## config.mk

```make
export PLATFORM = sky130hd
export DESIGN_NAME = fifo_drain
export DESIGN_NICKNAME = d
export VERILOG_FILES = /design/src/rtl/fifo_drain.sv
export SDC_FILE = /design/constraint.sdc
export NUM_CORES = 1
export LEC_CHECK = 0
export ABC_AREA = 1
export BUFFER_PORTS_ARGS = -buffer_cell sky130_fd_sc_hd__buf_2
export CORE_MARGIN = 2
export CORE_UTILIZATION = 61
export DETAILED_ROUTE_END_ITERATION = 10
export PLACE_DENSITY = 0.87
export REMOVE_ABC_BUFFERS = 1
export SKIP_CTS_REPAIR_TIMING = 1
export SLEW_MARGIN = 25
export SYNTH_ARGS = -nofsm -noshare
export SYNTH_HDL_FRONTEND = slang
export SYNTH_SLANG_ARGS = --single-unit
```

## constraint.sdc

```tcl
create_clock -name clk -period 5.9 [get_ports clk]
set_input_delay 1.18 -clock clk [delete_from_list [all_inputs] [get_ports clk]]
set_output_delay 1.18 -clock clk [all_outputs]
set_load 0.05 [all_outputs]
```

## src/rtl/fifo_drain.sv

```systemverilog
// Drains an upstream FIFO (registered flags, 1-cycle read latency) into a 2-entry skid buffer.
// Optional word counter output o_word_cnt when FIFO_DRAIN_CNT_EN is defined.
module fifo_drain #(
  parameter int DATA_WIDTH  = 128,
  parameter bit BURST_START = 1'b1
) (
  input  logic                  clk,
  input  logic                  rst,
  input  logic                  i_fifo_empty,
  input  logic                  i_fifo_alm_empty,
  input  logic [DATA_WIDTH-1:0] i_fifo_rddata,
  output logic                  o_fifo_rden,
  input  logic                  i_flush,
  output logic                  o_valid,
  output logic [DATA_WIDTH-1:0] o_data,
  input  logic                  i_ready,
  output logic                  o_busy
`ifdef FIFO_DRAIN_CNT_EN
  ,
  output logic [31:0]           o_word_cnt
`endif
);

  localparam logic [0:0] S_IDLE = 1'b0;
  localparam logic [0:0] S_RUN  = 1'b1;

  logic [0:0]            state_q, state_d;
  logic                  inflight_q;
  logic [1:0]            occ_q, occ_d;
  logic [DATA_WIDTH-1:0] buf0_q, buf0_d, buf1_q, buf1_d;
  logic                  pop, cap, start, credit_ok, pace_ok, rden;

  assign pop = (occ_q != 2'd0) && i_ready;
  assign cap = inflight_q;

  // A read issued now lands next cycle; it must find a free slot after this cycle's pop.
  assign credit_ok = ({1'b0, occ_q} + {2'b00, inflight_q}) < (3'd2 + {2'b00, pop});
  // Flags lag by a cycle, so only read back-to-back while well clear of empty.
  assign pace_ok   = !inflight_q || !i_fifo_alm_empty;
  assign rden      = (state_q == S_RUN) && !i_fifo_empty && credit_ok && pace_ok;
  assign o_fifo_rden = rden && !rst;

  generate
    if (BURST_START) begin : g_burst
      assign start = i_flush || (!i_fifo_alm_empty && !i_fifo_empty);
    end else begin : g_eager
      assign start = i_flush || !i_fifo_empty;
    end
  endgenerate

  always_comb begin
    state_d = state_q;
    case (state_q)
      S_IDLE:  if (start) state_d = S_RUN;
      S_RUN:   if (i_fifo_empty && !inflight_q) state_d = S_IDLE;
      default: state_d = S_IDLE;
    endcase
  end

  // buf0 is always the oldest word; buf1 only holds data when occ == 2.
  always_comb begin
    occ_d  = occ_q;
    buf0_d = buf0_q;
    buf1_d = buf1_q;
    case ({cap, pop})
      2'b01: begin
        buf0_d = buf1_q;
        occ_d  = occ_q - 2'd1;
      end
      2'b10: begin
        if (occ_q == 2'd0) buf0_d = i_fifo_rddata;
        else               buf1_d = i_fifo_rddata;
        occ_d = occ_q + 2'd1;
      end
      2'b11: begin
        if (occ_q == 2'd1) begin
          buf0_d = i_fifo_rddata;
        end else begin
          buf0_d = buf1_q;
          buf1_d = i_fifo_rddata;
        end
      end
      default: ;
    endcase
  end

  always_ff @(posedge clk) begin
    if (rst) begin
      state_q    <= S_IDLE;
      inflight_q <= 1'b0;
      occ_q      <= 2'd0;
      buf0_q     <= '0;
      buf1_q     <= '0;
    end else begin
      state_q    <= state_d;
      inflight_q <= rden;
      occ_q      <= occ_d;
      buf0_q     <= buf0_d;
      buf1_q     <= buf1_d;
    end
  end

  assign o_valid = (occ_q != 2'd0);
  assign o_data  = buf0_q;
  assign o_busy  = (state_q != S_IDLE) || inflight_q || (occ_q != 2'd0);

`ifdef FIFO_DRAIN_CNT_EN
  logic [31:0] cnt_q;

  always_ff @(posedge clk) begin
    if (rst)      cnt_q <= '0;
    else if (pop) cnt_q <= cnt_q + 32'd1;
  end

  assign o_word_cnt = cnt_q;
`endif

endmodule
```

After elaboration in Yosys (flattened, before gate mapping)
Index checks and enable logic that the tools add are counted.
{ "word_totals": {"word_cells": 50, "reg_bits": 260, "inputBits": 134, "out_inout_bits": 131} }
{ "op_classes": {"bitwise_logic": 1, "eq_ne": 7, "reduce_logical": 22, "muxes": 10, "n_lt_le_gt_ge": 1, "n_addsub": 4} }
{ "op_table": {"columns": ["operator", "n"], "rows": [
  ["$mux W128", 4],
  ["$pmux W128 S3", 1],
  ["$pmux W128 S2", 1],
  ["$logic_and A1 B1 Y1", 7],
  ["$ne A2 B2 Y1 const B", 3],
  ["$reduce_bool A2 Y1", 3],
  ["$eq A2 B1 Y1 const B", 2],
  ["$eq A2 B2 Y1 const B", 2],
  ["$logic_not A1 Y1", 4],
  ["$logic_or A1 B1 Y1", 4],
  ["$pmux W2 S2", 1],
  ["$add A2 B1 Y3", 1],
  ["$add A2 B1 Y3 const A", 1],
  ["$lt A3 B3 Y1", 1],
  ["$reduce_and A3 Y1", 1],
  ["$reduce_bool A3 Y1", 1],
  ["$add A2 B1 Y2 const B", 1],
  ["$logic_not A2 Y1", 1],
  ["$mux W1", 2],
  ["$pmux W1 S2", 1],
  ["$reduce_and A2 Y1", 1],
  ["$sub A2 B1 Y2 const B", 1],
  ["$not A1 Y1", 1]
]} }

Logic depth before layout (Yosys ltp)
Gate-level depths: netlist (run 1).
{ "depth": {"depth_word": 7, "ltp_mapped": 15} }

Least setup slack after synthesis (run 1)
OpenSTA, ideal clock, no wires.
{ "synth_path": {"path_kind": "input to output", "from": "input rst", "to": "output o_fifo_rden", "path_stages": 5, "arrival_ns": 2.505, "required_time_ns": 4.720, "setup_slack_ns": 2.215, "cell_sequence": "clkinv_1 > buf_2 > buf_2 > nand4_1 > a21oi_1"} }
{ "synth_between": {"elab_chain_cells": 2} }
{ "synth_lines": {"columns": ["element", "line_no", "rtl"], "rows": [
  ["start, declared", "8", "input logic rst,"],
  ["$logic_not A1 Y1", "41", "assign o_fifo_rden = rden && !rst;"],
  ["$logic_and A1 B1 Y1", "41", null],
  ["end, declared", "12", "output logic o_fifo_rden,"]
]} }
Every way passes these cells.

Final worst setup path (run 1)
{ "layout_path": {"from": "register occ_q[0]", "to": "register buf1_q[100]"} }
{ "layout_between": {"elab_chain_cells": 5, "elab_cells_between_ends": 11} }
{ "layout_lines": {"columns": ["element", "line_no", "rtl"], "rows": [
  ["start, declared", "29", "logic [1:0] occ_q, occ_d;"],
  ["start signal, assigned", "91", "occ_q <= 2'd0;"],
  ["start signal, assigned", "97", "occ_q <= occ_d;"],
  ["$reduce_bool A2 Y1", "33", "assign pop = (occ_q != 2'd0) && i_ready;"],
  ["$logic_and A1 B1 Y1", "33", null],
  ["$eq A2 B2 Y1", "65", "case ({cap, pop})"],
  ["$ne A2 B2 Y1 (no source line) or $reduce_bool A2 Y1 (tied branches)", null, null],
  ["$reduce_and A3 Y1 (no source line)", null, null],
  ["end signal, assigned", "99", "buf1_q <= buf1_d;"],
  ["end, declared", "30", "logic [DATA_WIDTH-1:0] buf0_q, buf0_d, buf1_q, buf1_d;"]
]} }
Parallel ways exist; a longest one is shown, timed or not.
A chain may end at the register's enable or synchronous reset.

==> summary.md, run 1 <==
| Metric | Value |
|---|---|
| Outcome | `completed` |
| ANT nets after route | `0` |
| # setup viols final | `0` |
| Critical-path top delay cell | `nor2_4` |
| Power per cell area | `389.4 mW/mm^2` |
| VDD IR max | `between 0.0002 and 0.00025 V` |
| Register bit count reported by yosys | `between 200 and 300` |
| Core box area | `~0.022 sq mm` |
| First-pass GRT wire length | `60.92 mm` |
| Depth of the CTS H-tree | `1` |
| Clock Tree Root | `clkbuf_16` |
| Clk_skew | `slightly below 0.01 ns` |
| Lkg Pwr | `9.478 nW` |
| Post-synth cell types | `21` |
| # fillers | `~1.9k` |
| Share of cells above drive strength 1 | `14.12%` |
| Drt total wl | `37.17 mm` |
| 1st-iter DRT viols | `1396` |
| Worst-skew pair later-pin latency | `approximately 0.54 ns` |
| # rows | `55` |
| Critical path cell sequence | `inv_1, ha_1, inv_2, nand2_4, ha_1, nand2_4, nand2_1, nor2_4, buf_4, nor2_1, nor2_1` |
| Post-route DRC | `0` |
| Vias in the first global route | `12.90k` |
| GRT Util Overall | `30.14%` |
| Area of the multi-input gates | `0.005879 sq mm` |
| Post-Syn Instances | `2264` |
| Minimum clock period | `4.145 ns` |
| Initial Utilization | `61.61%` |
| Required time of the worst setup path | `6.37 ns` |
| Vias per cell | `~5.2` |
| Max FO, Critical Path | `69` |
| Core Util, Final | `between 70% and 80%` |
| Number of max-cap violations | `0` |
| IO Count | `265` |
| Die W | `approximately 150 um` |
| DP HPWL | `21.70 mm` |
| Final nets | `2547` |
| Initial antenna violation count | `6` |
| Max incr delay on CP | `around 0.7 ns` |
| Family with the most delay on the worst path | `simple AND/OR/NAND/NOR gates` |
| DRT Pass-1 Iters | `7` |
| Clock Tree Buf Depth | `3` |
| Arrival @ worst endpoint | `4.61 ns` |
| IO Port Bufs | `264` |
| Fin. max-slew vios | `0` |
| Worst min-delay path category | `reg -> reg` |
| Die Ht | `154.5 um` |
| Crit. End Element | `flip-flop` |
| RSZ-0062 raised after global routing | `no` |
| Pwr Total | `6.209 mW` |
| Num CTS Buffers | `28` |
| Critical setup path kind | `reg -> reg` |
| Syn_area_per_cell | `approximately 6 sq um` |
| Worst-Margin Slew | `0.9862 ns` |
| Area of the mapped netlist | `around 0.014 sq mm` |
| Clk sink count | `260` |
| R2r setup slk | `between 1.5 and 2 ns` |
| Post-route clock period utilization | `a little over two thirds` |
| Reg area | `roughly 0.0052 sq mm` |
| WP buf/inv | `3` |
| Register area share after synthesis | `37.66%` |
| Peak Freq | `approximately 240 MHz` |
| Grt total ovfl | `0` |
| Final Hold Viols | `0` |
| Synthesis-to-finish area growth | `15.38%` |
| Worst rel slew slack | `between 30% and 40%` |
| Hold_ws | `0.4816 ns` |
| Wire per inst | `13.68 um` |
| Total die area | `0.02388 sq mm` |
| CTS tree | `built` |
| Finished Layout Cells | `2718` |
| Warnings from Yosys | `0` |
| Routed vias | `14.22k` |
| Largest net degree at the start of global routing | `~120` |
| Reg clk slew, reported paths | `0.06 ns` |
| Nature of the critical path startpoint | `flip-flop` |
| Placed cells | `between 2k and 3k` |
| Commonest non-fill, non-tap cell in the layout | `inv_1` |
| Most frequent cells in the layout | `518 x inv_1, 515 x nand2_1, 384 x nand3_1, 264 x buf_2, 260 x dfxtp_1` |
| Placer Congestion | `0.8373` |
==> kinds of logic (layout without fill, tap and decap cells) <==
| logic type | after synthesis | count (layout) | share of synthesized area, % |
|---|---|---|---|
| AOI/OAI and AO/OA | 9 | 9 | 0.3259 |
| xor gates and xnor gates | 1 | 1 | 0.06338 |
| adders and majority gates | 6 | 6 | 0.5432 |
| buffers and inverters | 691 | 856 | 20.28 |
| DFF | 260 | 260 | 37.66 |
| other | 0 | 4 | 0 |
| and+or+nand+nor | 1297 | 1297 | 41.13 |
==> area by class of cell <==
type	count	share of cell area (%)
Inverter	523	12.34
Antenna cell	4	0.06277
Multi-Input combinational cell	1313	36.87
Tap cell	285	2.236
Clock buffer	37	4.927
Sequential cell	260	32.64
Clock inverter	15	1.585
Timing Repair Buffer	281	9.337
==> worst register-to-register path, stage by stage, from the launching register on <==
cell	delay (ns)
dfxtp_1	0.37
inv_1	0.09
ha_1	0.32
inv_2	0.12
nand2_4	0.40
ha_1	0.53
nand2_4	0.62
nand2_1	0.25
nor2_4	0.70
buf_4	0.48
nor2_1	0.11
nor2_1	0.10
==> routing by layer <==
layer | global-route usage (%) | part of all wire [%]
met5 | 0 | 0.035
met4 | 11.11 | 2.7
met3 | 4.679 | 9.1
met2 | 50.06 | 47
met1 | 39.87 | 41
==> synthesized netlist by cell type, drive strengths merged <==
library cell	n	area (sq um)
clkbuf	37	142.6
inv	522	1959
ha	6	75.07
buf	131	696.9
dfxtp	260	5205
o21ai	3	15.01
nand2	523	1966
xnor2	1	8.760
a21oi	6	30.03
clkinv	1	3.750
nand4	129	807.0
nand3	384	1922
or2	1	6.260
nor2	260	983.4
==> registers in the layout (all words and copies together), names as in the netlist <==
register,flops
state_q,1
o_data,128
cap,1
occ_q,2
buf1_q,128
==> report_power, final <==
| group | switching, mW | internal, mW | total (mW) |
|---|---|---|---|
| Sequential | 0.139 | 2.01 | 2.15 |
| Clock | 0.731 | 1.24 | 1.97 |
| Combinational | 1.50 | 0.582 | 2.09 |
| Total | 2.37 | 3.84 | 6.21 |
==> through the flow <==
| stage | TNS, ns | instance area [sq um] | setup WS [ns] |
|---|---|---|---|
| final | 0 | 15950 | 1.755 |
| after global routing | 0 | 15940 | 1.398 |
| after CTS | 0 | 15910 | 1.786 |
| after detailed placement | 0 | 14870 | 1.405 |
| after global placement | 0 | 14860 | 1.507 |
| after floorplan | -695.50 | 12980 | -3.397 |
==> path summary, 6_finish.rpt <==
check | startpoint | end | cells past startpoint
worst max-delay path | occ_q[0] | buf1_q[100] | 11
worst min-delay path | buf1_q[14] | buf1_q[14] | 2
worst max register to register | occ_q[0] | buf1_q[100] | 11
worst min register to register | buf1_q[14] | buf1_q[14] | 2
(Power assumes the default switching activity.)
==> inputs of run 2 (changes only) <==
--- a/config.mk
+++ b/config.mk
@@ -8,9 +8,9 @@
 export ABC_AREA = 1
 export BUFFER_PORTS_ARGS = -buffer_cell sky130_fd_sc_hd__buf_2
 export CORE_MARGIN = 2
-export CORE_UTILIZATION = 61
+export CORE_UTILIZATION = 51
 export DETAILED_ROUTE_END_ITERATION = 10
-export PLACE_DENSITY = 0.87
+export PLACE_DENSITY = 0.77
 export REMOVE_ABC_BUFFERS = 1
 export SKIP_CTS_REPAIR_TIMING = 1
 export SLEW_MARGIN = 25
==> constraint.sdc (replaced) <==
create_clock -name clk -period 3.4 [get_ports clk]
set_input_delay 0.68 -clock clk [delete_from_list [all_inputs] [get_ports clk]]
set_output_delay 0.68 -clock clk [all_outputs]
set_load 0.05 [all_outputs]
==> summary.md, run 2 (same netlist as run 1, synthesis figures left out) <==
| Metric | Value |
|---|---|
| Depth of the CTS H-tree | `1` |
| R2R depth | `13` |
| Arrival @ worst endpoint | `2.23 ns` |
| Max FO, Critical Path | `6` |
| Num CTS Buffers | `29` |
| Clock Tree Buf Depth | `3` |
| Final instance area | `0.01607 sq mm` |
| # setup viols final | `0` |
| ANT nets after route | `0` |
| Share of cells above drive strength 1 | `14.29%` |
| Core box area | `0.02680 sq mm` |
| Initial Utilization | `51.57%` |
| Fin. max-slew vios | `0` |
| # fillers | `2491` |
| Lkg Pwr | `9.506 nW` |
| Initial antenna violation count | `6` |
| Critical setup path kind | `reg -> out` |
| Clk sink count | `260` |
| Place WS | `0.7228 ns` |
| 1st-iter DRT viols | `1204` |
| IO Port Bufs | `264` |
| Number of max-cap violations | `0` |
| Wire per inst | `13.47 um` |
| Reg clk slew, reported paths | `0.06 ns` |
| Logic pwr share | `34.3%` |
| Synthesis-to-finish area growth | `16.28%` |
| Hold_ws | `0.4108 ns` |
| Most frequent cells in the layout | `518 x inv_1, 515 x nand2_1, 384 x nand3_1, 264 x buf_2, 260 x dfxtp_1` |
| # rows | `60` |
| Clk_skew | `0.006746 ns` |
| Power per cell area | `659.0 mW/mm^2` |
| Worst rel slew slack | `32.05%` |
| Core Util, Final | `~60%` |
| Grt total ovfl | `0` |
| Pwr Total | `10.59 mW` |
| GRT Util Overall | `approximately a quarter` |
| Drt total wl | `37.46 mm` |
| RSZ-0062 raised after global routing | `no` |
| Largest net degree at the start of global routing | `141` |
| IO Count | `265` |
| Post-route clock period utilization | `85.54%` |
| Int Pwr | `6.487 mW` |
| Routed vias | `13.87k` |
| Outcome | `completed` |
| Worst r2r src | `occ_q[0]` |
| Clock Tree Root | `clkbuf_16` |
| Critical path origin | `occ_q[0]` |
| Sw Share | `about two fifths` |
| VDD IR max | `between 0.0003 and 0.0004 V` |
| Worst-skew pair later-pin latency | `0.54 ns` |
| Required time of the worst setup path | `2.72 ns` |
| Total die area | `0.02843 sq mm` |
| Final nets | `around 2.6k` |
| Crit. End Element | `output port` |
| Final Hold Viols | `0` |
| DP HPWL | `roughly 22 mm` |
| Clock power frac | `30.4%` |
| Seq pwr share | `between 30% and 40%` |
| Die Ht | `about 170 um` |
| Commonest non-fill, non-tap cell in the layout | `inv_1` |
| Reg2reg end | `o_data[47]` |
| NetSw | `4.103 mW` |
| Minimum clock period | `2.908 ns` |
| HP Start | `rst` |
| Final worst slack | `0.4917 ns` |
| CTS tree | `built` |
| Placer Congestion | `0.8028` |
| R2r setup slk | `0.67 ns` |
| CP Capture Point | `o_fifo_rden` |
| Nature of the critical path startpoint | `flip-flop` |
| Vias in the first global route | `roughly 13k` |
| Die W | `between 150 and 200 um` |
| DRT Pass-1 Iters | `5` |
| Peak Freq | `343.8 MHz` |
| Worst min-delay path category | `in -> reg` |
| Worst-Margin Slew | `1.019 ns` |
| DP Area | `0.01508 sq mm` |
| First-pass GRT wire length | `61.79 mm` |
| Vias per cell | `4.990` |
| Post-route DRC | `0` |
-- run 2: layout make-up --
type	count	area [sq um]	area share (%)
flip-flops and latches	260	5205	32.39
multi-input cells	1313	5879	36.59
repair buffers	288	1602	9.966
inverters	523	1971	12.26
well taps	341	426.7	2.655
clock buffers	43	858.3	5.341
diodes	4	10.01	0.06229
clock inverters	8	118.9	0.7396
-- run 2: how the worst min path moves through the flow --
stage | end | slack (ns) | cells past startpoint
floorplan | buf1_q[0] | 0.46 | 2
global placement | buf1_q[83] | 0.46 | 2
detailed placement | buf1_q[40] | 0.47 | 2
CTS | state_q | 0.40 | 2
global route | state_q | 0.42 | 2
finish | state_q | 0.41 | 2
-- run 2: critical path, stage by stage, from the launching register on --
cell     delay, ns
dfxtp_1       0.37
inv_1         0.09
ha_1          0.30
inv_2         0.12
nand2_4       0.07
or2_2         0.29
a21oi_1       0.16
buf_2         0.29
-- run 2: per-layer routing --
metal  track usage, %  routed length, um
met5                0                 18
met4            7.309                911
met3            4.372               2651
met2            43.07              17380
met1            34.35              16500
-- run 2: power groups by stage --
stage / clock (mW) / sequential [mW] / combinational, mW
after detailed placement: 0 / 3.79 / 3.63
after global placement: 0 / 3.78 / 3.58
final: 3.22 / 3.73 / 3.64
after global routing: 3.37 / 3.77 / 4.04
after CTS: 3.27 / 3.73 / 3.65
after floorplan: 0 / 4.85 / 1.78
-- run 2: stage by stage --
stage          setup TNS (ns)  cells
2_1_floorplan        -1233.90   2096
3_3_place_gp                0   2725
3_5_place_dp                0   2725
4_1_cts                     0   2776
5_1_grt                     0   2779
6_report                    0   2780
